[config.mk]
export PLATFORM = sky130hd
export DESIGN_NAME = pll_rst_seq
export DESIGN_NICKNAME = d
export VERILOG_FILES = /design/src/rtl/pll_rst_pkg.sv /design/src/rtl/cdc_bit_sync.sv /design/src/rtl/pll_rst_seq.sv
export SDC_FILE = /design/constraint.sdc
export NUM_CORES = 1
export LEC_CHECK = 0
export CORE_UTILIZATION = 57
export DETAILED_ROUTE_END_ITERATION = 8
export GPL_TIMING_DRIVEN = 0
export PLACE_DENSITY = 0.88
export SLEW_MARGIN = 10
export SYNTH_ARGS = -nofsm -noshare
export SYNTH_HDL_FRONTEND = slang
export SYNTH_HIERARCHICAL = 1
export SYNTH_SLANG_ARGS = --single-unit
[constraint.sdc]
create_clock -name clk -period 2.29 [get_ports clk]
set_input_delay 0.3435 -clock clk [delete_from_list [all_inputs] [get_ports clk]]
set_output_delay 0.3435 -clock clk [all_outputs]
set_load 0.01 [all_outputs]
[src/rtl/pll_rst_pkg.sv]
// pll_rst_pkg: shared state encoding and default constants for the PLL reset sequencer.
package pll_rst_pkg;
  typedef enum logic [2:0] {WAIT_LOCK, PLL_RST, STABLE, RELEASE, RUN} rst_seq_state_t;
  localparam int DEF_SYNC_STAGES        = 2;
  localparam int DEF_LOCK_STABLE_CYCLES = 1024;
  localparam int DEF_STEP_CYCLES        = 16;
  localparam int DEF_NUM_RST            = 4;
  localparam int DEF_LOCK_TIMEOUT       = 65536;
  localparam int DEF_PLL_RST_CYCLES     = 64;
  localparam int RELOCK_CNT_W           = 8;
  function automatic int max2(input int a, input int b);
    return a > b ? a : b;
  endfunction
endpackage

[src/rtl/cdc_bit_sync.sv]
// cdc_bit_sync: multi-flop single-bit synchroniser with synchronous active-low clear.
module cdc_bit_sync #(
  parameter int STAGES = 2
) (
  input  logic clk,
  input  logic rst_n,
  input  logic d,
  output logic q
);
  logic [STAGES-1:0] ff;
  always_ff @(posedge clk)
    if (!rst_n) ff <= '0;
    else ff <= {ff[STAGES-2:0], d};
  assign q = ff[STAGES-1];
endmodule

[src/rtl/pll_rst_seq.sv]
// pll_rst_seq: qualifies PLL lock, releases domain resets in order, re-asserts on lock loss.
module pll_rst_seq
  import pll_rst_pkg::*;
#(
  parameter int SYNC_STAGES        = DEF_SYNC_STAGES,
  parameter int LOCK_STABLE_CYCLES = DEF_LOCK_STABLE_CYCLES,
  parameter int STEP_CYCLES        = DEF_STEP_CYCLES,
  parameter int NUM_RST            = DEF_NUM_RST,
  parameter int LOCK_TIMEOUT       = DEF_LOCK_TIMEOUT,
  parameter int PLL_RST_CYCLES     = DEF_PLL_RST_CYCLES
) (
  input  logic                    clk,
  input  logic                    rst_n,
  input  logic                    pll_lock,
  output logic                    pll_rst_req,
  output logic [NUM_RST-1:0]      rst_n_out,
  output logic                    seq_done,
  output logic [RELOCK_CNT_W-1:0] relock_cnt
);
  localparam int MAX_CYC = max2(max2(LOCK_STABLE_CYCLES, STEP_CYCLES), max2(LOCK_TIMEOUT, PLL_RST_CYCLES));
  localparam int CNT_W = max2(1, $clog2(MAX_CYC));
  localparam int IDX_W = NUM_RST > 1 ? $clog2(NUM_RST) : 1;
  localparam logic [CNT_W-1:0] TIMEOUT_LAST = CNT_W'(LOCK_TIMEOUT - 1);
  localparam logic [CNT_W-1:0] PULSE_LAST   = CNT_W'(PLL_RST_CYCLES - 1);
  localparam logic [CNT_W-1:0] STABLE_LAST  = CNT_W'(LOCK_STABLE_CYCLES - 1);
  localparam logic [CNT_W-1:0] STEP_LAST    = CNT_W'(STEP_CYCLES - 1);
  localparam logic [IDX_W-1:0] IDX_LAST     = IDX_W'(NUM_RST - 1);
  rst_seq_state_t   state;
  logic [CNT_W-1:0] cnt;
  logic [IDX_W-1:0] idx;
  logic             lock_s;
  cdc_bit_sync #(.STAGES(SYNC_STAGES)) u_lock_sync (
    .clk  (clk),
    .rst_n(rst_n),
    .d    (pll_lock),
    .q    (lock_s)
  );
  always_ff @(posedge clk) begin
    if (!rst_n) begin
      state       <= WAIT_LOCK;
      cnt         <= '0;
      idx         <= '0;
      rst_n_out   <= '0;
      pll_rst_req <= 1'b0;
      seq_done    <= 1'b0;
      relock_cnt  <= '0;
    end else begin
      case (state)
        WAIT_LOCK:
          if (lock_s) begin
            state <= STABLE;
            cnt   <= '0;
          end else if (cnt == TIMEOUT_LAST) begin
            state       <= PLL_RST;
            cnt         <= '0;
            pll_rst_req <= 1'b1;
          end else cnt <= cnt + 1'b1;
        PLL_RST:
          if (cnt == PULSE_LAST) begin
            state       <= WAIT_LOCK;
            cnt         <= '0;
            pll_rst_req <= 1'b0;
          end else cnt <= cnt + 1'b1;
        STABLE:
          if (!lock_s) begin
            state <= WAIT_LOCK;
            cnt   <= '0;
          end else if (cnt == STABLE_LAST) begin
            state <= RELEASE;
            cnt   <= '0;
            idx   <= '0;
          end else cnt <= cnt + 1'b1;
        RELEASE, RUN:
          // any single low sample of lock_s drops every domain at once
          if (!lock_s) begin
            state     <= WAIT_LOCK;
            cnt       <= '0;
            rst_n_out <= '0;
            seq_done  <= 1'b0;
            if (relock_cnt != '1) relock_cnt <= relock_cnt + 1'b1;
          end else if (state == RUN) seq_done <= 1'b1;
          else if (cnt == STEP_LAST) begin
            rst_n_out[idx] <= 1'b1;
            cnt            <= '0;
            if (idx == IDX_LAST) state <= RUN;
            else idx <= idx + 1'b1;
          end else cnt <= cnt + 1'b1;
        default: state <= WAIT_LOCK;
      endcase
    end
  end
endmodule

# After elaboration in Yosys (flattened, before gate mapping)
# Cells that the tools add are included.
[classes]
n_addsub = 3
order_cmp = 2
eq_ne = 27
n_mux = 37
bitwise = 2
reduce_logical = 13
[op_table]
columns = ["cell", "count"]
rows = [
  ["16-bit 2-to-1 mux", 8],
  ["16-bit case mux with 4 select lines", 1],
  ["3-bit 2-to-1 mux", 9],
  ["2-bit != test (second input constant)", 10],
  ["16-bit by 1-bit adder with 16-bit output (second input constant)", 1],
  ["16-bit by 10-bit equality test with 1-bit output (second input constant)", 1],
  ["16-bit equality test (second input constant)", 1],
  ["16-bit by 4-bit equality test with 1-bit output (second input constant)", 1],
  ["16-bit by 6-bit equality test with 1-bit output (second input constant)", 1],
  ["2-bit 2-to-1 mux", 6],
  ["4-bit 2-to-1 mux", 3],
  ["3-bit != test (second input constant)", 4],
  ["3-bit case mux with 4 select lines", 1],
  ["8-bit by 1-bit adder with 8-bit output (second input constant)", 1],
  ["8-bit != test (second input constant)", 1],
  ["7-bit AND reduction", 1],
  ["3-bit by 2-bit equality test with 1-bit output (second input constant)", 2],
  ["1-bit 2-to-1 mux", 6],
  ["3-bit AND reduction", 2],
  ["6-bit AND reduction", 1],
  ["2-bit by 1-bit != test with 1-bit output (second input constant)", 2],
  ["4-bit bitwise OR", 1],
  ["2-bit case mux with 2 select lines", 1],
  ["2-bit AND reduction", 2],
  ["other kinds (16)", 17],
]
[totals]
register_bits = 37
in_bits = 3
wordCells = 92

# Logic depth before layout (Yosys ltp)
# Gate-level depths: netlist (run 1).
[depth]
ltp_word = 8
depth_mapped = 8
mapped_depth_nobuf = 7

# Hierarchy
# Netlist (run 1), hierarchy kept.
[by_module_without_submodules]
columns = ["mod", "n_inst", "cells_per_inst", "area_per_inst_um2"]
rows = [
  ["pll_rst_seq", 1, 229, 1923.1],
  ["cdc_bit_sync", 1, 4, 52.6],
]

# Least setup slack after synthesis (run 1)
# No wires, ideal clock.
[synth_timing]
kind = "register to register"
start = "register cnt[0]"
end = "register cnt[7]"
setup_time_ns = 0.132
t_arrival_ns = 1.808
slack_ns = 0.350
stages_incl_launch_ff = 9
n_path_buf = 1
cell_sequence = "dfxtp_1 -> ha_1 -> nand3_2 -> or3_4 -> a32oi_2 -> nand4_2 -> nand3_2 -> buf_6 -> o311ai_1"
[synth_between]
elab_chain_len = 5
word_cells_on_any_way = 14
cone_classes = "add/sub: 1; eq/ne: 4; mux: 9"
[synth_lines]
columns = ["element", "line_no", "rtl"]
rows = [
  ["start: declaration", "pll_rst_seq.sv:29", "logic [CNT_W-1:0] cnt;"],
  ["start signal: assignment", "pll_rst_seq.sv:57", "end else cnt <= cnt + 1'b1;"],
  ["start signal: assignment", "pll_rst_seq.sv:63", "end else cnt <= cnt + 1'b1;"],
  ["start signal: assignment", "pll_rst_seq.sv:72", "end else cnt <= cnt + 1'b1;"],
  ["16-bit by 1-bit adder with 16-bit output or 16-bit by 4-bit equality test with 1-bit output (tied branches)", "--", ""],
  ["16-bit 2-to-1 mux", "pll_rst_seq.sv:82", "else if (cnt == STEP_LAST) begin"],
  ["16-bit 2-to-1 mux", "pll_rst_seq.sv:81", "end else if (state == RUN) seq_done <= 1'b1;"],
  ["16-bit 2-to-1 mux", "pll_rst_seq.sv:75", "if (!lock_s) begin"],
  ["16-bit case mux with 4 select lines *", "pll_rst_seq.sv:48", "case (state)"],
]
# Mark *: on every way between the ends. The rest lies on a longest branch, timed or not. The select of a mux whose other input is x is not followed.
# A chain may end at the register's enable or synchronous reset.

# Worst setup path in the final report (run 1)
[layout_timing]
start = "register cnt[0]"
end = "register cnt[9]"
# The elaborated chain is that of the path after synthesis.

==> results.sh, run 1 <==
export IMPL_finalCritPeriodShare=0.941
export IMPL_peakVddDrop_v=0.000464
export IMPL_floorplan_die_width_um=60.9
export IMPL_clkLatencyLatePin_ns=0.34
export IMPL_fin_crit_ns=2.15
export IMPL_final_nets=267
export IMPL_core_area_sq_mm=0.00334
export IMPL_max_transition_viols_final=0
export IMPL_critical_path_slowest_cell="sky130_fd_sc_hd__a41oi_4"
export IMPL_avgRoutedWirePerCell_um=14.3
export IMPL_p_sw_w=0.000261
export IMPL_crit_arrival_ns=2.44
export IMPL_crit_path_depth=7
export IMPL_startpoint_type="flop"
export IMPL_run_status="finished clean"
export IMPL_required_ns=2.57
export IMPL_place_gp_congestion=0.915
export IMPL_synth_area_top_cells="sky130_fd_sc_hd__dfxtp_1, sky130_fd_sc_hd__nand2_1, sky130_fd_sc_hd__nand3_1"
export IMPL_fmax_mhz=464
export IMPL_vias_per_cell=5.94
export IMPL_ys_warn_count=6
export IMPL_clock_sinks=37
export IMPL_timing_critical_path_buf_inv=0
export IMPL_drt_first_iter_violations=146
export IMPL_synth_largest_area_cell="sky130_fd_sc_hd__dfxtp_1"
export IMPL_rsz0062_at_grt="false"
export IMPL_number_of_flops_mapped_to_enable_cells_by_yosys=0
export IMPL_worst_setup_hold_path_clk_slew_ns=0.11
export IMPL_yosysUniqueCellTypes=52
export IMPL_detail_route_drc_violations=0
export IMPL_crit_family="compound AO/OA/AOI/OAI gates"
export IMPL_hold_class="reg -> reg"
export IMPL_drive_gt1_frac=0.127
export IMPL_p_comb_frac=0.055
export IMPL_drtAntennaViolNets=0
export IMPL_io_pin_count=17
export IMPL_globalRoute_busiestLayer="met2"
export IMPL_finalHoldViolCount=0
export IMPL_worst_setup_path_end_kind="flop"
export IMPL_synthesis_area_sq_mm=0.00198
export IMPL_r2r_cells=7
export IMPL_first_global_vias=1650
export IMPL_cts_inserted_buffers=5
export IMPL_power_density_cell_area_mw_per_mm2=514
export IMPL_instance_count_of_the_mapped_netlist=233
export IMPL_fin_skew_ns=0.0104
export IMPL_syn_avg_cell_area_sq_um=8.48
export IMPL_cp_max_fo=9
export IMPL_dr_pass1_iters=4
export IMPL_internal_power_w=0.000936
export IMPL_design_die_area_sq_mm=0.00371
export IMPL_drv_max_cap_violation_count=0
export IMPL_clock_group_share_of_total_power=0.398
export IMPL_holdPathStages=1
export IMPL_timing_final_setup_violations=0
export IMPL_htree_num_levels=2
export IMPL_multiInputGateArea_sq_mm=0.00119
export IMPL_p_sw_frac=0.218
export IMPL_vias=1811
export IMPL_worst_path_max_stage_delay_ns=0.45
export IMPL_row_count=21
export IMPL_slew_headroom=0.378
export IMPL_dominantRegCellSynth="sky130_fd_sc_hd__dfxtp_1"
export IMPL_buffer_ports_inserted=16
export IMPL_cts_hold_buffers_added=0
export IMPL_path_cells="ha_2, and3_2, a31oi_1, o21ai_1, a41oi_4, or3b_1, o21ai_0"
export IMPL_final_hold_worst_slack_ns=0.451
export IMPL_growth_of_design_area_from_synthesis_to_finish_pct=17.9
export IMPL_antenna_cells=0
export IMPL_initial_utilization=0.592
export IMPL_hpwlAfterDp_mm=3.00
export IMPL_seq_area_sq_um=743
export IMPL_ys_seq_area_frac=0.375
export IMPL_grt_start_max_net_pins=12
export IMPL_grt_first_pass_wirelength_mm=7.18
export IMPL_die_h_um=60.9
export IMPL_postSynthRegisterBits=37
export IMPL_globalRouteMet2Util=0.443
export IMPL_async_flop_share=0
export IMPL_worst_pin_slew_ns=0.924
export IMPL_portion_of_total_power_attributed_to_sequential_cells=0.547
export IMPL_number_of_fill_cells=284
export IMPL_groute_layer_met1_usage=0.325
export IMPL_power_leakage_nw=0.811
export IMPL_global_route_usage_total=0.260
export IMPL_timing_setup_tns_ns=0
export IMPL_global_route_overflow_total=0
export IMPL_clock_tree_buffer_depth=2
export IMPL_netlist_area_leader_share=0.375
export IMPL_routed_wirelength_mm=4.36
export IMPL_cts_root_buffer_cell="sky130_fd_sc_hd__clkbuf_4"
export IMPL_layout_core_utilization=0.698
export IMPL_worstSetupPathType="reg -> reg"
export IMPL_synth_net_count=242
export IMPL_antenna_found_initial=0
export IMPL_cts_tree="built"
export IMPL_global_route_usage_met3=0.0618
[synthesized netlist by cell type (all sizes together), types with 2 or more instances]
cell type  instances
or3b               3
o21ai             14
and3               8
nand2             27
ha                 6
mux2i              2
nor4               2
o211ai             4
and2               5
inv                5
nand4             11
xor2               6
xnor2              2
buf                6
a21oi             12
o32ai              4
dfxtp             37
nor3               4
nand3             22
nor4b              2
nor2              25
or3                2
o311ai             6
[placed cells by master (no fill, tap or decap), types with 7 or more instances in the layout]
cell                              count
sky130_fd_sc_hd__a21oi_1             12
sky130_fd_sc_hd__nand2_1             27
sky130_fd_sc_hd__nor2_1              24
sky130_fd_sc_hd__and3_1               7
sky130_fd_sc_hd__o21ai_0             13
sky130_fd_sc_hd__dfxtp_1             35
sky130_fd_sc_hd__nand4_1              9
sky130_fd_sc_hd__nand3_1             20
sky130_fd_sc_hd__clkdlybuf4s50_1     16
[metal layers]
metal / part of all wire / up-vias
li1: - / 917
met1: 0.46 / 844
met2: 0.48 / 47
met3: 0.052 / 3
met4: 0.0057 / 0
met5: 0 / -
[cell type report]
type	instances	share of cell area
Buffer	7	0.0231
Clock buffer	7	0.0236
Clock inverter	1	0.0129
Inverter	6	0.00967
Multi-Input combinational cell	183	0.512
Sequential cell	37	0.319
Tap cell	46	0.0247
Timing Repair Buffer	18	0.0752
[cells by family (layout without fill, tap and decap cells)]
| group | after synthesis | in the layout | share of synthesized area |
|---|---|---|---|
| flip-flops | 37 | 37 | 0.375 |
| AO/OA/AOI/OAI | 51 | 51 | 0.184 |
| buffers and inverters | 13 | 39 | 0.0386 |
| XOR/XNOR | 8 | 8 | 0.0355 |
| AND/OR/NAND/NOR | 116 | 116 | 0.319 |
| multiplexers | 2 | 2 | 0.0101 |
| adder cells (fa/ha/maj) | 6 | 6 | 0.0380 |
[power by group through the flow]
stage          Sequential [W]  Combinational (W)  Clock, W
2_1_floorplan        0.000668          0.0000429         0
3_3_place_gp         0.000669          0.0000580         0
3_5_place_dp         0.000669          0.0000591         0
4_1_cts              0.000654          0.0000599  0.000484
5_1_grt              0.000656          0.0000718  0.000508
6_report             0.000655          0.0000656  0.000477
[state kept, by name (all words and copies together) (netlist names)]
signal / cells
cnt: 16
relock_cnt: 8
rst_n_out: 4
state: 3
idx: 2
u_lock_sync/ff: 2
pll_rst_req: 1
seq_done: 1
[path summary, 6_finish.rpt]
path | from | to | slack [ns]
min | u_lock_sync/ff[0] | u_lock_sync/ff[1] | 0.45
min reg2reg | u_lock_sync/ff[0] | u_lock_sync/ff[1] | 0.45
max reg2reg | cnt[0] | cnt[9] | 0.14
max | cnt[0] | cnt[9] | 0.14
[what timing repair did]
action | in CTS | in global routing
setup buffers | 0 | 2
resized for setup | 0 | 6
endpoints found under the setup margin | 0 | 14
[per-stage QoR]
| stage | cell area (sq um) | setup WS (ns) | cells | power [W] |
|---|---|---|---|---|
| after global routing | 2330 | 0.0263 | 305 | 0.00124 |
| after global placement | 2190 | 0.0532 | 295 | 0.000727 |
| after CTS | 2280 | 0.0335 | 303 | 0.00120 |
| after detailed placement | 2190 | 0.0166 | 295 | 0.000728 |
| after floorplan | 1980 | 0.350 | 233 | 0.000711 |
| final | 2330 | 0.135 | 305 | 0.00120 |
Power figures use the tool's default switching activity.
==> run 2: changes to the inputs <==
Settings changed: CORE_MARGIN set to 2.
==> results.sh, run 2 (synthesized netlist as in run 1, its figures left out) <==
export IMPL_worst_setup_hold_path_clk_slew_ns=0.12
export IMPL_run_status="finished clean"
export IMPL_row_count=21
export IMPL_max_transition_viols_final=0
export IMPL_slew_headroom=0.368
export IMPL_final_nets=271
export IMPL_worstSetupPathType="reg -> reg"
export IMPL_global_route_usage_total=0.221
export IMPL_worst_path_max_stage_delay_ns=0.37
export IMPL_avgRoutedWirePerCell_um=15.5
export IMPL_fin_crit_ns=2.22
export IMPL_worst_setup_path_end_kind="flop"
export IMPL_critical_path_slowest_cell="sky130_fd_sc_hd__or3b_1"
export IMPL_drt_first_iter_violations=173
export IMPL_htree_num_levels=2
export IMPL_dpl_cell_count=295
export IMPL_cts_inserted_buffers=5
export IMPL_cts_tree="built"
export IMPL_power_density_cell_area_mw_per_mm2=457
export IMPL_finalHoldViolCount=0
export IMPL_reg_top3="cnt (16), relock_cnt (8), rst_n_out (4)"
export IMPL_vias_per_cell=6.11
export IMPL_die_h_um=62.9
export IMPL_core_area_sq_mm=0.00334
export IMPL_drv_max_cap_violation_count=0
export IMPL_routed_wirelength_mm=4.80
export IMPL_finalCritPeriodShare=0.967
export IMPL_final_setup_worst_slack_ns=0.0747
export IMPL_startpoint_type="flop"
export IMPL_dr_pass1_iters=4
export IMPL_path_cells="ha_1, and3_2, nand4_1, o211ai_1, buf_4, a41oi_4, or3b_1, o21ai_0"
export IMPL_registers_top_by_ff_count="cnt"
export IMPL_worst_pin_slew_ns=0.941
export IMPL_detail_route_drc_violations=0
export IMPL_antenna_cells=0
export IMPL_place_gp_congestion=0.911
export IMPL_io_pin_count=17
export IMPL_hold_class="reg -> reg"
export IMPL_fmax_mhz=451
export IMPL_layout_commonest_cell="sky130_fd_sc_hd__dfxtp_1"
export IMPL_floorplan_die_width_um=62.9
export IMPL_clock_tree_buffer_depth=2
export IMPL_final_design_area_no_fill_sq_mm=0.00234
export IMPL_vias=1887
export IMPL_drive_gt1_frac=0.141
export IMPL_cp_max_fo=5
export IMPL_clkLatencyLatePin_ns=0.35
export IMPL_initial_utilization=0.592
export IMPL_timing_final_setup_violations=0
export IMPL_antenna_found_initial=0
export IMPL_worst_r2r_setup_slack_ns=0.07
export IMPL_drtAntennaViolNets=0
export IMPL_design_die_area_sq_mm=0.00395
export IMPL_largest_reg_flops=16
export IMPL_grt_first_pass_wirelength_mm=6.93
export IMPL_cts_root_buffer_cell="sky130_fd_sc_hd__clkbuf_4"
export IMPL_growth_of_design_area_from_synthesis_to_finish_pct=18.3
export IMPL_global_route_overflow_total=0
export IMPL_placement_setup_worst_slack_ns=0.0673
export IMPL_first_global_vias=1566
export IMPL_buffer_ports_inserted=16
export IMPL_post_layout_nonfiller_instances=309
export IMPL_grt_start_max_net_pins=13
export IMPL_required_ns=2.58
export IMPL_crit_arrival_ns=2.51
export IMPL_layout_core_utilization=0.700
export IMPL_clock_sinks=37
export IMPL_fin_skew_ns=0.00862
export IMPL_hpwlAfterDp_mm=3.06
export IMPL_peakVddDrop_v=0.000530
export IMPL_power_leakage_nw=0.813
export IMPL_top_library_cells_by_usage_in_the_layout_fill_and_taps_aside="sky130_fd_sc_hd__dfxtp_1, sky130_fd_sc_hd__nand2_1, sky130_fd_sc_hd__nor2_1, sky130_fd_sc_hd__nand3_1, sky130_fd_sc_hd__clkdlybuf4s50_1"
export IMPL_post_dp_cell_area_sq_mm=0.00219
[run 2: per-layer routing]
layer  GRT usage  vias to the layer above  part of all wire
met3      0.0631                       10             0.054
met2       0.339                       65              0.48
met1       0.282                      887              0.44
li1            -                      925                 -
met4       0.111                        0             0.023
met5           0                        -                 0
[run 2: cell type report]
cell class	instances	area (sq um)
multi-input cells	184	1210
fillers	278	1000
flip-flops and latches	37	742
repair buffers	21	198
well taps	46	57.6
plain buffers	7	53.8
clock buffers	5	37.5
inverters	6	22.5
clock inverters	3	17.5
[run 2: worst paths after layout]
path                           from           endpoint  depth (start not counted)
hold / removal    u_lock_sync/ff[0]  u_lock_sync/ff[1]                          1
setup reg to reg             cnt[0]             cnt[9]                          8
hold reg to reg   u_lock_sync/ff[0]  u_lock_sync/ff[1]                          1
setup / recovery             cnt[0]             cnt[9]                          8
[run 2: where the power goes]
group | leakage (nW) | switching, W | internal (W)
logic | 0.483 | 0.0000425 | 0.0000257
registers | 0.299 | 0.00000574 | 0.000650
clock network | 0.0310 | 0.000229 | 0.000116
total | 0.813 | 0.000277 | 0.000791
[run 2: per-stage QoR]
| stage | TNS [ns] | total power [W] | hold slack (ns) |
|---|---|---|---|
| after floorplan | 0 | 0.000711 | 0.412 |
| after global placement | 0 | 0.000727 | 0.415 |
| after detailed placement | 0 | 0.000728 | 0.431 |
| after CTS | 0 | 0.00106 | 0.449 |
| after global routing | -0.00145 | 0.00111 | 0.488 |
| final | 0 | 0.00107 | 0.462 |
[run 2: timing repair]
item / 4_1_cts / 5_1_grt
resized for setup: 0 / 5
buffers inserted: 0 / 5
endpoints found under the setup margin: 0 / 13
hold buffers: 0 / 0
[run 2: critical path: cells and delay by family, from the launching register on]
| kind | cells | cell delay [ns] |
|---|---|---|
| AND/OR/NAND/NOR | 3 | 0.78 |
| AO/OA/AOI/OAI | 3 | 0.57 |
| flip-flops | 1 | 0.36 |
| adder cells (fa/ha/maj) | 1 | 0.23 |
| buffers and inverters | 1 | 0.21 |
==> run 3: changes to the inputs <==
Settings changed: CAP_MARGIN set to 20, CORE_MARGIN 2 to not set, HOLD_SLACK_MARGIN set to 0.02.
==> results of run 3 <==
Same layout as run 1: the final DEF is identical, and so are final timing and power.
